### src/rtl/sync_fifo.sv
// Single-clock FIFO of DEPTH x DWIDTH words with a registered read port.
// Pointers wrap explicitly, so DEPTH does not have to be a power of two.
module sync_fifo #(
    parameter int DWIDTH = 32,
    parameter int DEPTH  = 16
) (
    input  logic              clk,
    input  logic              rst,
    input  logic              write,
    input  logic [DWIDTH-1:0] din,
    output logic              full,
    input  logic              read,
    output logic [DWIDTH-1:0] dout,
    output logic              empty
);
    localparam int PW = (DEPTH > 2) ? $clog2(DEPTH) : 1;
    localparam int CW = $clog2(DEPTH + 1);
    localparam logic [PW-1:0] LAST_PTR = PW'(DEPTH - 1);
    localparam logic [CW-1:0] DEPTH_C  = CW'(DEPTH);

    logic [DWIDTH-1:0] mem_q [DEPTH];
    logic [PW-1:0]     wr_ptr_q, wr_ptr_d;
    logic [PW-1:0]     rd_ptr_q, rd_ptr_d;
    logic [CW-1:0]     count_q, count_d;
    logic [DWIDTH-1:0] dout_q, dout_d;
    logic              wr_en, rd_en;

    assign empty = (count_q == '0);
    assign full  = (count_q == DEPTH_C);
    assign dout  = dout_q;

    always_comb begin
        // full gates the write even when a read frees a slot in the same cycle
        wr_en    = write & ~full;
        rd_en    = read & ~empty;
        wr_ptr_d = wr_ptr_q;
        rd_ptr_d = rd_ptr_q;
        count_d  = count_q;
        dout_d   = dout_q;
        if (wr_en) wr_ptr_d = (wr_ptr_q == LAST_PTR) ? '0 : wr_ptr_q + 1'b1;
        if (rd_en) begin
            rd_ptr_d = (rd_ptr_q == LAST_PTR) ? '0 : rd_ptr_q + 1'b1;
            dout_d   = mem_q[rd_ptr_q];
        end
        case ({wr_en, rd_en})
            2'b10:   count_d = count_q + 1'b1;
            2'b01:   count_d = count_q - 1'b1;
            default: count_d = count_q;
        endcase
    end

    always_ff @(posedge clk) begin
        if (rst) begin
            wr_ptr_q <= '0;
            rd_ptr_q <= '0;
            count_q  <= '0;
            dout_q   <= '0;
        end else begin
            wr_ptr_q <= wr_ptr_d;
            rd_ptr_q <= rd_ptr_d;
            count_q  <= count_d;
            dout_q   <= dout_d;
        end
    end

    // Storage is never cleared; stale words are unreachable once count is zero.
    always_ff @(posedge clk) begin
        if (!rst && wr_en) mem_q[wr_ptr_q] <= din;
    end
endmodule

### config.mk
export PLATFORM = sky130hd
export DESIGN_NAME = sync_fifo
export DESIGN_NICKNAME = d
export VERILOG_FILES = /design/src/rtl/sync_fifo.sv
export SDC_FILE = /design/constraint.sdc
export NUM_CORES = 1
export LEC_CHECK = 0
export ABC_AREA = 1
export CELL_PAD_IN_SITES_DETAIL_PLACEMENT = 0
export CELL_PAD_IN_SITES_GLOBAL_PLACEMENT = 2
export CORE_MARGIN = 1.5
export CORE_UTILIZATION = 40
export CTS_BUF_LIST = sky130_fd_sc_hd__clkbuf_16
export CTS_CLUSTER_DIAMETER = 150
export DETAILED_ROUTE_END_ITERATION = 6
export PLACE_DENSITY_LB_ADDON = 0.1
export SYNTH_ARGS = -nofsm -noshare
export SYNTH_HDL_FRONTEND = slang
export SYNTH_SLANG_ARGS = --single-unit
### constraint.sdc
create_clock -name clk -period 8.5 [get_ports clk]
set_clock_uncertainty 0.15 [all_clocks]
set_input_delay 0.85 -clock clk [delete_from_list [all_inputs] [get_ports clk]]
set_output_delay 0.85 -clock clk [all_outputs]
set_load 0.1 [all_outputs]
==> impl_metrics.env <==
export IMPL_status="completed"
export IMPL_finalCritPeriodShare=0.408
export IMPL_portBuffers=69
export IMPL_slowest_stage="clkdlybuf4s50_1"
export IMPL_grt_pass1_wl_mm=91.6
export IMPL_maxCapViolations=0
export IMPL_power_mw=7.77
export IMPL_cts_tree="built"
export IMPL_avgRoutedWirePerCell_um=19.8
export IMPL_cts_buffers_inserted=61
export IMPL_design_core_area_mm2=0.0579
export IMPL_postRouteAntennaNets=0
export IMPL_place_congestion=0.776
export IMPL_drc=0
export IMPL_grt_max_degree=160
export IMPL_fmaxAchievable_ghz=0.289
export IMPL_fin_tns_setup_ns=0
export IMPL_num_io_pins=70
export IMPL_fill_cells=5435
export IMPL_synth_cells=2201
export IMPL_syn_nets=2247
export IMPL_post_drt_via_cell_ratio=4.89
export IMPL_area_growth_synth_to_final_pct=13.1
export IMPL_synth_compound_area_share=0.0233
export IMPL_post_cts_buffers=0
export IMPL_initial_core_util=0.406
export IMPL_worstMarginPinSlew_ns=1.25
export IMPL_rows=88
export IMPL_vdd_drop_max_uv=305
export IMPL_die_h_um=245
export IMPL_criticalPathCategory="register to output port"
export IMPL_grt_total_usage=0.205
export IMPL_seq_area_frac_synth=0.693
export IMPL_synth_area_mm2=0.0235
export IMPL_p_leak_nw=10.7
export IMPL_drtIter0Drc=902
export IMPL_overflow=0
export IMPL_finalHoldViolations=0
export IMPL_worstSkewPairLatency_ns=0.63
export IMPL_critPathRequiredTime_ns=7.50
export IMPL_maxSlewHeadroom=0.167
export IMPL_startpoint_type="register"
export IMPL_die_x_um=245
export IMPL_period_minus_slack_ns=3.46
export IMPL_drive_gt1_frac=0.0558
export IMPL_crit_path_max_fanout=4
export IMPL_antenna_found_initial=0
export IMPL_cts_max_level=2
export IMPL_nNetsFinal=2288
export IMPL_fin_util=0.459
export IMPL_arrival_ns=2.46
export IMPL_hpwl_mm=29.8
export IMPL_critPathCaptureType="output port"
export IMPL_worstHoldPathType="register to register"
export IMPL_slew_violations=0
export IMPL_first_global_vias=14300
export IMPL_slowest_delay_ns=1.12
export IMPL_regArea_mm2=0.0163
export IMPL_grt_setup_unrepaired="false"
export IMPL_avgSynthCellArea_um2=10.7
export IMPL_synth_warnings=0
export IMPL_via_count=15000
export IMPL_synthSimpleGateAreaFrac=0.190
export IMPL_die_area_mm2=0.0602
export IMPL_ctsLongestPathBuffers=3
export IMPL_clkTransAtPathRegs_ns=0.06
export IMPL_path_cells="nor2_1 > nand3_1 > inv_1 > clkdlybuf4s50_1"
export IMPL_multiInputGateArea_mm2=0.00530
export IMPL_synth_top_family_by_area="simple AND/OR/NAND/NOR gates"
export IMPL_synth_adder_area_share=0.00565
export IMPL_cts_root_buffer="clkbuf_16"
export IMPL_cts_hold_buffers=0
export IMPL_muxShareOfSynthArea=0
export IMPL_firstDrtPassIters=5
export IMPL_power_density_mw_per_mm2=292
export IMPL_postSynthRegisterBits=557
export IMPL_post_cts_resized=0
export IMPL_totalWireLength_mm=60.6
export IMPL_synth_distinct_cells=27
export IMPL_cts_sinks=557
export IMPL_setup_viol_count_final=0
export IMPL_synthXorXnorAreaFrac=0.00112
cell usage after synthesis:
master,count,area [um^2]
xor2_1,3,26.3
ha_1,9,113
a21oi_1,71,355
buf_6,28,315
dfxtp_1,45,901
nand2_1,634,2380
edfxtp_1,512,15400
fa_1,1,20.0
inv_2,1,3.75
buf_2,65,325
o211ai_1,1,7.51
buf_1,2,7.51
buf_12,1,20.0
nand3_1,366,1830
nor2_1,57,214
o21ai_0,31,155
clkbuf_1,14,52.6
inv_4,1,6.26
nand2_2,1,6.26
nand3_2,1,10.0
inv_1,341,1280
buf_4,2,15.0
nor3_1,4,20.0
o21ai_1,6,30.0
and3_1,1,6.26
nand4_1,1,6.26
clkinv_1,2,7.51
layout by cell type, fill, tap and decap left out, drive strengths merged, types with 9 or more instances in the layout:
| master | synthesis | final |
|---|---|---|
| ha | 9 | 9 |
| inv | 343 | 361 |
| clkdlybuf4s50 | 0 | 69 |
| a21oi | 71 | 71 |
| nor2 | 57 | 57 |
| buf | 98 | 21 |
| nand2 | 635 | 635 |
| clkbuf | 14 | 63 |
| clkinv | 2 | 32 |
| nand3 | 367 | 367 |
| dfxtp | 45 | 45 |
| edfxtp | 512 | 512 |
| o21ai | 37 | 37 |
final timing paths:
check,end,from,cells after the start,slack [ns]
setup / recovery,full,count_q[0]$_SDFFE_PP0P_,4,5.04
hold reg to reg,wr_ptr_q[0]$_SDFFE_PP0P_,wr_ptr_q[0]$_SDFFE_PP0P_,2,0.36
setup reg to reg,dout[5]$_SDFFE_PP0P_,rd_ptr_q[0]$_SDFFE_PP0P_,7,5.15
hold / removal,wr_ptr_q[0]$_SDFFE_PP0P_,wr_ptr_q[0]$_SDFFE_PP0P_,2,0.36
final cells by class:
class,count,area share
Sequential cell,557,0.613
Multi-Input combinational cell,1187,0.199
Clock buffer,63,0.0594
Inverter,345,0.0492
Tap cell,765,0.0360
Timing Repair Buffer,90,0.0319
Clock inverter,51,0.0109
Antenna cell,1,0.0000942
stage by stage:
step                      worst slack, ns  cell area [um^2]  hold WS, ns  cells
after global placement               4.69             24700        0.342   2944
after floorplan                      4.44             23500        0.318   2201
final                                5.04             26600        0.355   3059
after global routing                 4.85             26600        0.394   3058
after detailed placement             4.67             24700        0.352   2944
after CTS                            4.98             26600        0.361   3058
report_power, final:
group	internal, mW	switching [mW]	total, mW
Clock	1.41	1.07	2.48
Sequential	3.10	0.0709	3.17
Combinational	0.519	1.60	2.11
Total	5.04	2.73	7.77
worst max-delay path, delay by kind of cell, from the launching register on:
| family | cells | cell delay [ns] |
|---|---|---|
| buf+inv | 2 | 1.19 |
| flops | 1 | 0.36 |
| simple gates | 2 | 0.30 |
state kept, by name, summed over array words and instances (netlist names):
| signal | flops |
|---|---|
| rd_ptr_q | 4 |
| dout | 32 |
| wr_ptr_q | 4 |
| count_q | 5 |
| mem_q | 512 |
metal layers:
metal	GRT usage	wire length, um	part of all wire
met5	0	0	0
met4	0.0424	979	0.016
met3	0.0306	2640	0.043
met2	0.326	28200	0.46
met1	0.297	28800	0.48
logic make-up after synthesis:
family | count (synthesis)
adder cells (fa/ha/maj) | 10
XOR/XNOR | 3
flip-flops | 557
AO/OA/AOI/OAI | 109
buffers and inverters | 457
AND/OR/NAND/NOR | 1065
No activity file was read; power rests on OpenSTA's default activity.
